--- config.mk ---
export PLATFORM = sky130hd
export DESIGN_NAME = oam_dma_ctl
export DESIGN_NICKNAME = d
export VERILOG_FILES = /design/src/rtl/oam_dma_ctl_pkg.sv /design/src/rtl/oam_dma_ctl.sv
export SDC_FILE = /design/constraint.sdc
export NUM_CORES = 1
export LEC_CHECK = 0
export BUFFER_PORTS_ARGS = -buffer_cell sky130_fd_sc_hd__buf_2
export CORE_MARGIN = 3
export CORE_UTILIZATION = 35
export CTS_BUF_LIST = sky130_fd_sc_hd__clkbuf_4 sky130_fd_sc_hd__clkbuf_8 sky130_fd_sc_hd__clkbuf_16
export DETAILED_ROUTE_END_ITERATION = 10
export SLEW_MARGIN = 20
export SYNTH_ARGS = -nofsm -noshare
export SYNTH_HDL_FRONTEND = slang
export SYNTH_SLANG_ARGS = --single-unit
--- constraint.sdc ---
create_clock -name clk -period 2.95 [get_ports clk]
set_input_delay 0.59 -clock clk [delete_from_list [all_inputs] [get_ports clk]]
set_output_delay 0.59 -clock clk [all_outputs]
set_load 0.005 [all_outputs]
--- src/rtl/oam_dma_ctl_pkg.sv ---
// Shared definitions for the OAM DMA controller.
//   - register / window addresses used by the port decoder
//   - DMA sequencer state encoding and registered read-select encoding
//   - dma_src_hi(): maps the DMA register value to the source page
package oam_dma_ctl_pkg;

  localparam logic [15:0] DMA_REG_ADDR   = 16'hFF46;
  localparam logic [15:0] OAM_BASE       = 16'hFE00;
  localparam int          OAM_LEN        = 160;
  localparam logic [15:0] DMA_ALLOW_BASE = 16'hFF00;
  localparam logic [7:0]  OAM_LAST_IDX   = 8'(OAM_LEN - 1);

  typedef enum logic [1:0] {
    DMA_IDLE,
    DMA_START,
    DMA_XFER
  } dma_state_t;

  // What cpu_r_data shows in the cycle after a CPU read strobe.
  typedef enum logic [1:0] {
    RD_NONE,
    RD_MEM,
    RD_REG,
    RD_BLOCKED
  } rd_sel_t;

  // Pages E0-FF alias the work RAM echo region, so fold them down by 0x20.
  function automatic logic [7:0] dma_src_hi(input logic [7:0] page);
    return (page >= 8'hE0) ? (page - 8'h20) : page;
  endfunction

endpackage

--- src/rtl/oam_dma_ctl.sv ---
// oam_dma_ctl: memory-port arbiter and OAM DMA sequencer between the CPU
// memory bus and the system memory port.
//
// A write to FF46 loads the DMA register and, after a CYCLES_PER_BYTE-clock
// start delay, copies 160 bytes from {src_hi,8'h00} to FE00-FE9F, one byte
// every CYCLES_PER_BYTE clocks. While copying, CPU accesses below FF00 are
// blocked; allowed CPU accesses win their port and stall the DMA phase that
// needed it.
//
// Configuration macro: OAM_DMA_BUS_CONFLICT_EN
//   defined   - blocked CPU reads return the last byte the DMA fetched
//   undefined - blocked CPU reads return 8'hFF
//
// Parameters:
//   CYCLES_PER_BYTE  clocks per byte and start-delay length, legal 3..15
//
// Ports:
//   clk, rst            clock, asynchronous active-high reset
//   cpu_r_addr/cpu_r_en core read request; cpu_r_data valid one clock later
//   cpu_w_addr/_data/_wen core write request
//   mem_r_addr/mem_r_data memory read port (data one clock after address)
//   mem_w_addr/_data/_wen memory write port
//   dma_active          high while bytes are being copied
//
// Handshake: there is no ready/valid; every strobe is accepted in the cycle
// it is presented. Read data (CPU and memory) always follows one clock after
// the address. Blocked writes vanish, blocked reads still produce data.
module oam_dma_ctl
  import oam_dma_ctl_pkg::*;
#(
  parameter int CYCLES_PER_BYTE = 4
) (
  input  logic        clk,
  input  logic        rst,
  input  logic [15:0] cpu_r_addr,
  input  logic        cpu_r_en,
  output logic [7:0]  cpu_r_data,
  input  logic [15:0] cpu_w_addr,
  input  logic [7:0]  cpu_w_data,
  input  logic        cpu_w_wen,
  output logic [15:0] mem_r_addr,
  input  logic [7:0]  mem_r_data,
  output logic [15:0] mem_w_addr,
  output logic [7:0]  mem_w_data,
  output logic        mem_w_wen,
  output logic        dma_active
);

  localparam logic [3:0] LAST_PHASE = 4'(CYCLES_PER_BYTE - 1);

  dma_state_t  state_q, state_d;
  logic [7:0]  dma_reg_q;
  logic [7:0]  idx_q, idx_d;
  logic [3:0]  phase_q, phase_d;
  logic [7:0]  dma_buf_q;
  rd_sel_t     rd_sel_q, rd_sel_d;

  logic        dma_wr;
  logic        xfer;
  logic        cpu_r_allow;
  logic        cpu_w_allow;
  logic        dma_need_r;
  logic        dma_need_w;
  logic        stall;
  logic [15:0] src_addr;

  // ---------------------------------------------------------------------
  // Request decode
  // ---------------------------------------------------------------------
  assign dma_wr      = cpu_w_wen && (cpu_w_addr == DMA_REG_ADDR);
  assign xfer        = (state_q == DMA_XFER);
  assign cpu_r_allow = cpu_r_en && (cpu_r_addr >= DMA_ALLOW_BASE);
  assign cpu_w_allow = cpu_w_wen && (cpu_w_addr >= DMA_ALLOW_BASE) && !dma_wr;
  assign dma_need_r  = xfer && (phase_q == 4'd0);
  assign dma_need_w  = xfer && (phase_q == 4'd2);
  // An allowed CPU access holds the port; the DMA repeats the same phase.
  assign stall       = (dma_need_r && cpu_r_allow) || (dma_need_w && cpu_w_allow);
  assign src_addr    = {dma_src_hi(dma_reg_q), idx_q};
  assign dma_active  = xfer;

  // ---------------------------------------------------------------------
  // Port mux
  // ---------------------------------------------------------------------
  always_comb begin
    mem_r_addr = cpu_r_addr;
    if (dma_need_r && !cpu_r_allow) begin
      mem_r_addr = src_addr;
    end
  end

  always_comb begin
    mem_w_addr = cpu_w_addr;
    mem_w_data = cpu_w_data;
    mem_w_wen  = cpu_w_wen && !dma_wr;
    if (xfer && !cpu_w_allow) begin
      if (dma_need_w) begin
        mem_w_addr = OAM_BASE + 16'(idx_q);
        mem_w_data = dma_buf_q;
        mem_w_wen  = 1'b1;
      end else begin
        // Blocked CPU write (or no write at all): nothing reaches memory.
        mem_w_wen  = 1'b0;
      end
    end
  end

  // ---------------------------------------------------------------------
  // Read-data select, registered to line up with the one-clock latency
  // ---------------------------------------------------------------------
  always_comb begin
    rd_sel_d = RD_NONE;
    if (cpu_r_en) begin
      if (cpu_r_addr == DMA_REG_ADDR) begin
        rd_sel_d = RD_REG;
      end else if (xfer && (cpu_r_addr < DMA_ALLOW_BASE)) begin
        rd_sel_d = RD_BLOCKED;
      end else begin
        rd_sel_d = RD_MEM;
      end
    end
  end

  always_comb begin
    cpu_r_data = 8'hFF;
    case (rd_sel_q)
      RD_MEM:     cpu_r_data = mem_r_data;
      RD_REG:     cpu_r_data = dma_reg_q;
`ifdef OAM_DMA_BUS_CONFLICT_EN
      RD_BLOCKED: cpu_r_data = dma_buf_q;
`else
      RD_BLOCKED: cpu_r_data = 8'hFF;
`endif
      default:    cpu_r_data = 8'hFF;
    endcase
  end

  // ---------------------------------------------------------------------
  // Sequencer next state
  // ---------------------------------------------------------------------
  always_comb begin
    state_d = state_q;
    idx_d   = idx_q;
    phase_d = phase_q;
    case (state_q)
      DMA_IDLE: begin
        state_d = DMA_IDLE;
      end
      DMA_START: begin
        // phase doubles as the start-delay counter
        if (phase_q == LAST_PHASE) begin
          state_d = DMA_XFER;
          phase_d = 4'd0;
        end else begin
          phase_d = phase_q + 4'd1;
        end
      end
      DMA_XFER: begin
        if (!stall) begin
          if (phase_q == LAST_PHASE) begin
            phase_d = 4'd0;
            if (idx_q == OAM_LAST_IDX) begin
              state_d = DMA_IDLE;
              idx_d   = 8'd0;
            end else begin
              idx_d   = idx_q + 8'd1;
            end
          end else begin
            phase_d = phase_q + 4'd1;
          end
        end
      end
      default: begin
        state_d = DMA_IDLE;
        idx_d   = 8'd0;
        phase_d = 4'd0;
      end
    endcase
    // A register write restarts from scratch, overriding a completion.
    if (dma_wr) begin
      state_d = DMA_START;
      idx_d   = 8'd0;
      phase_d = 4'd0;
    end
  end

  // ---------------------------------------------------------------------
  // Registers
  // ---------------------------------------------------------------------
  always_ff @(posedge clk or posedge rst) begin
    if (rst) begin
      state_q   <= DMA_IDLE;
      dma_reg_q <= 8'hFF;
      idx_q     <= 8'd0;
      phase_q   <= 4'd0;
      dma_buf_q <= 8'hFF;
      rd_sel_q  <= RD_NONE;
    end else begin
      state_q   <= state_d;
      idx_q     <= idx_d;
      phase_q   <= phase_d;
      rd_sel_q  <= rd_sel_d;
      if (dma_wr) begin
        dma_reg_q <= cpu_w_data;
      end
      // Phase 1 never stalls, so this captures the phase-0 read exactly once.
      if (xfer && (phase_q == 4'd1)) begin
        dma_buf_q <= mem_r_data;
      end
    end
  end

endmodule
After elaboration in Yosys (flattened, before gate mapping)

Index checks and enable logic that the tools add are counted.

Word-level logic and storage cells: 80
Bits of input ports: 52
Register bits: 32

Muxes and demuxes: 27
Reductions and logical operators: 23
Add/sub/neg operators: 4
Equal/unequal tests: 16
Magnitude comparators: 4

Operators with widths:

| cell                  | number |
|---|---|
| $mux 8                | 7 |
| $mux 16               | 3 |
| $eq 16x16->1 const B  | 2 |
| $ge 16x16->1 const B  | 2 |
| $pmux 8 s2            | 2 |
| $lt 16x16->1 const B  | 1 |
| $mux 2                | 8 |
| $logic_and 1x1->1     | 13 |
| $mux 4                | 3 |
| $pmux 4 s3            | 1 |
| $add 10x9->11 const A | 1 |
| $add 8x1->8 const B   | 1 |
| $eq 4x2->1 const B    | 2 |
| $eq 8x8->1 const B    | 1 |
| $ge 8x8->1 const B    | 1 |
| $sub 8x6->8 const B   | 1 |
| $ne 3x2->1 const B    | 2 |
| $ne 3x3->1 const B    | 2 |
| $add 4x1->4 const B   | 1 |
| $eq 2x1->1 const B    | 2 |
| $eq 2x2->1 const B    | 2 |
| $eq 4x1->1 const B    | 1 |
| $logic_not 4->1       | 1 |
| $pmux 2 s2            | 1 |
| 10 further kinds      | 13 |

Logic depth before layout (Yosys ltp)

Word-level depth: 9
Gate-level depth with buffers: 8

Least setup slack after synthesis

OpenSTA, ideal clock, no wires.

Kind: in2out
Start point: input port cpu_w_addr[11]
End point: output port mem_w_addr[1]
Arrival time: 1.934 ns
Stages on the path: 6
Setup slack: 0.426 ns
Required time: 2.360 ns
Path buffers: 2
Path through: and4_1 -> and3_1 -> buf_2 -> a21oi_2 -> clkbuf_2 -> mux2_2

Cells in the longest elaborated chain, start to end: 7

Ends and longest elaborated chain:

| element                                              | line              | text |
|---|---|---|
| start, declared                                      | oam_dma_ctl.sv:38 | `input logic [15:0] cpu_w_addr,` |
| branches (longest 3 deep; another with $ge 16x16->1) | -                 |  |
| $logic_and 1x1->1 *                                  | oam_dma_ctl.sv:73 | `assign cpu_w_allow = cpu_w_wen && (cpu_w_addr >= DMA_ALLOW_BASE) && !dma_wr;` |
| $logic_not 1->1 *                                    | oam_dma_ctl.sv:95 | `if (xfer && !cpu_w_allow) begin` |
| $logic_and 1x1->1 *                                  | oam_dma_ctl.sv:95 |  |
| $mux 16 *                                            | oam_dma_ctl.sv:95 |  |
| end, declared                                        | oam_dma_ctl.sv:43 | `output logic [15:0] mem_w_addr,` |

Mark *: on every way between the ends.

Final worst setup path

Start point: register state_q[0]
End point: output port mem_r_addr[2]

Cells in the longest elaborated chain, start to end: 4

Ends and longest elaborated chain:

| element                | line               | text |
|---|---|---|
| start, declared        | oam_dma_ctl.sv:51  | `dma_state_t state_q, state_d;` |
| start signal, assigned | oam_dma_ctl.sv:198 | `state_q <= state_d;` |
| $eq 2x2->1             | oam_dma_ctl.sv:71  | `assign xfer = (state_q == DMA_XFER);` |
| $logic_and 1x1->1      | oam_dma_ctl.sv:74  | `assign dma_need_r = xfer && (phase_q == 4'd0);` |
| $logic_and 1x1->1      | oam_dma_ctl.sv:86  | `if (dma_need_r && !cpu_r_allow) begin` |
| $mux 16                | oam_dma_ctl.sv:86  |  |
| end, declared          | oam_dma_ctl.sv:41  | `output logic [15:0] mem_r_addr,` |

Every way passes these cells.

==> flow_metrics.env <==
export IMPL_status="finished clean"
export IMPL_r2r_setup_slack_ns=0.63
export IMPL_worst_pin_slew_ns=0.8520
export IMPL_syn_cell_area_um2=2417
export IMPL_routedWlPerCell_um=16.19
export IMPL_drc=0
export IMPL_max_stage_delay_ns=0.38
export IMPL_pre_cts_ws_ns=0.2101
export IMPL_synth_edf_count=0
export IMPL_syn_avg_cell_area_um2=9.826
export IMPL_grt_max_degree=24
export IMPL_num_vias=2327
export IMPL_regToRegEndpoint="phase_q[3]$_DFFE_PP0P_"
export IMPL_cts_sinks=32
export IMPL_wl_um=6896
export IMPL_core_area_um2=6531
export IMPL_placed_cells=419
export IMPL_hp_class="primary input to async pin"
export IMPL_synth_cell_types=48
export IMPL_clock_insertion_delay_worst_skew_ns=0.28
export IMPL_overflow=0
export IMPL_drv_cap=0
export IMPL_synth_area_leaders="mux2_2, dfstp_2, dfrtp_1"
export IMPL_synth_top_cell_by_area="mux2_2"
export IMPL_gp_congestion=0.7943
export IMPL_layout_drive_gt1_share_pct=53.87
export IMPL_die_area_um2=7940
export IMPL_die_y_um=89.11
export IMPL_synth_ff_type="dfstp_2"
export IMPL_die_x_um=89.11
export IMPL_dpl_cell_area_um2=3029
export IMPL_multiInputGateArea_um2=1473
export IMPL_finalMaxSlewViolations=0
export IMPL_critPathArrivalTime_ns=2.23
export IMPL_final_util_pct=47.62
export IMPL_postCtsSetupRepairBufs=0
export IMPL_path_cells="inv_1 > ha_1 > and4bb_2 > nand2_1 > buf_12 > mux2_2 > buf_2"
export IMPL_final_cell_area_um2=3110
export IMPL_finalCriticalPeriod_ns=2.816
export IMPL_cts_tree="built"
export IMPL_n_antenna_cell=0
export IMPL_finalHoldViolCount=0
export IMPL_ys_seq_elements=32
export IMPL_critical_path_top_delay_family="simple AND/OR/NAND/NOR gates"
export IMPL_nets=412
export IMPL_max_vdd_ir_drop_v=0.0001657
export IMPL_post_route_period_util_pct=95.46
export IMPL_start_util_pct=37.01
export IMPL_clock_path_buffers=2
export IMPL_io_pins=102
export IMPL_grt_antenna_before_repair=0
export IMPL_fin_worst_skew_ns=0.009063
export IMPL_cts_inserted_buffers=5
export IMPL_rr_startpoint="state_q[0]$_DFFE_PP0P_"
export IMPL_p_leak_uw=0.001413
export IMPL_holdBufCountCts=0
export IMPL_ys_seq_area_share_pct=33.95
export IMPL_worst_setup_path_start_kind="flop"
export IMPL_setup_viol=0
export IMPL_cp_end_kind="output port"
export IMPL_layout_cells_non_filler=426
export IMPL_fin_setup_tns_ns=0
export IMPL_grt_usage_pct=16.88
export IMPL_first_global_vias=2118
export IMPL_fmax_ghz=0.3551
export IMPL_fillers=646
export IMPL_crit_buf_inv=3
export IMPL_cts_htree_levels=2
export IMPL_fin_ws_ns=0.1340
export IMPL_syn_instance_count=246
export IMPL_drt_vias_per_instance=5.462
export IMPL_cts_resized=0
export IMPL_cts_root_buf="clkbuf_8"
export IMPL_path_clk_slew_ns=0.07
export IMPL_p_per_area_nw_per_um2=291.4
export IMPL_path_class="flop to output port"
export IMPL_seq_area_um2=820.8
export IMPL_ys_async_sr_fraction_pct=100.0
export IMPL_grt_pass1_wl_um=10450
export IMPL_portBuffers=101
export IMPL_synth_top_area_share_pct=19.10
export IMPL_ys_warn_count=0
export IMPL_cp_slowest_cell="dfrtp_1"
export IMPL_r2r_cells=7
export IMPL_cp_depth=7
export IMPL_syn_nets=309
export IMPL_cp_max_fo=19
export IMPL_hpwl_um=5501
export IMPL_syn2layout_area_growth_pct=28.67
export IMPL_crit_start="state_q[0]$_DFFE_PP0P_"
export IMPL_drt_initial_drc_count=132
export IMPL_std_cell_rows=29
export IMPL_drt_pass1_iter_count=5
export IMPL_drtAntennaViolNets=0
export IMPL_rsz0062_at_grt="false"
export IMPL_cp_required_ns=2.36
export IMPL_relSlewSlack_pct=43.14
-- final cells by class --
type / count / share of cell area [%]
clock buffers: 6 / 2.454
clock inverters: 1 / 0.1609
inverters: 17 / 2.051
multi-input cells: 186 / 47.35
flip-flops and latches: 32 / 26.39
well taps: 77 / 3.097
repair buffers: 107 / 18.50
-- cells by family (layout without fill, tap and decap cells) --
family          count (synthesis)  in the layout  synth area share (%)
mux                            42             42                 19.51
fa+ha+maj                      11             11                 5.693
buf+inv                        28            131                 5.124
simple gates                   82             82                 19.72
compound gates                 51             51                 15.99
flops                          32             32                 33.95
-- metrics by stage --
| stage | hold slack (ns) | power [µW] |
|---|---|---|
| detailed placement | 0.5610 | 588.4 |
| finish | 0.4770 | 906.4 |
| global placement | 0.5507 | 586.6 |
| floorplan | 0.5082 | 502.2 |
| CTS | 0.5256 | 919.0 |
| global route | 0.5522 | 951.0 |
-- cell usage after synthesis (all sizes together) (3+ instances only) --
master,number
nand3,9
dfrtp,16
nand2,28
buf,5
a32o,3
ha,11
inv,17
o22ai,4
o21ai,14
nor2,3
nor3,4
clkbuf,6
and4,5
and3,3
or2,10
nand4,6
dfstp,16
a221o,8
nor2b,3
mux2,41
o211ai,6
-- power by group --
part           internal, µW  switching [µW]
logic                  76.0            62.4
registers               441           0.424
clock network           170             157
-- how the worst max path moves through the flow --
stage / to / slack [ns]
4_1_cts: mem_r_addr[6] / 0.12
6_report: mem_r_addr[2] / 0.13
5_1_grt: mem_r_addr[6] / 0.008
3_5_place_dp: mem_w_addr[0] / 0.21
2_1_floorplan: mem_w_addr[1] / 0.43
3_3_place_gp: mem_w_data[3] / 0.24
-- cells in the final DEF, fill, tap and decap left out, drive strengths merged, types with 8 or more instances in the layout --
| cell type | netlist | routed |
|---|---|---|
| dfstp | 16 | 16 |
| nand2 | 28 | 28 |
| dfrtp | 16 | 16 |
| or2 | 10 | 10 |
| ha | 11 | 11 |
| o21ai | 14 | 14 |
| buf | 5 | 107 |
| a221o | 8 | 8 |
| mux2 | 41 | 41 |
| inv | 17 | 17 |
| nand3 | 9 | 9 |
-- flip-flops by register name, summed over array words and instances, names as in the netlist --
name and cells:
dma_buf_q 8, dma_reg_q 8, idx_q 8, phase_q 4, rd_sel_q 2, state_q 2
-- per-layer routing --
layer	routed length, µm	track usage [%]	share of wire (%)
met1	3114	22.37	45
met2	3281	28.40	48
met4	55	4.465	0.80
met3	445	2.949	6.5
met5	0	0	0
-- worst reg2reg max path: cells and delay by family, from the launching register on --
family	cells	cell delay, ns
flip-flops	1	0.38
AND/OR/NAND/NOR	2	0.49
AO/OA/AOI/OAI	3	0.92
adder cells (fa/ha/maj)	1	0.32
buffers and inverters	1	0.10
No activity file was read; power rests on OpenSTA's default activity.
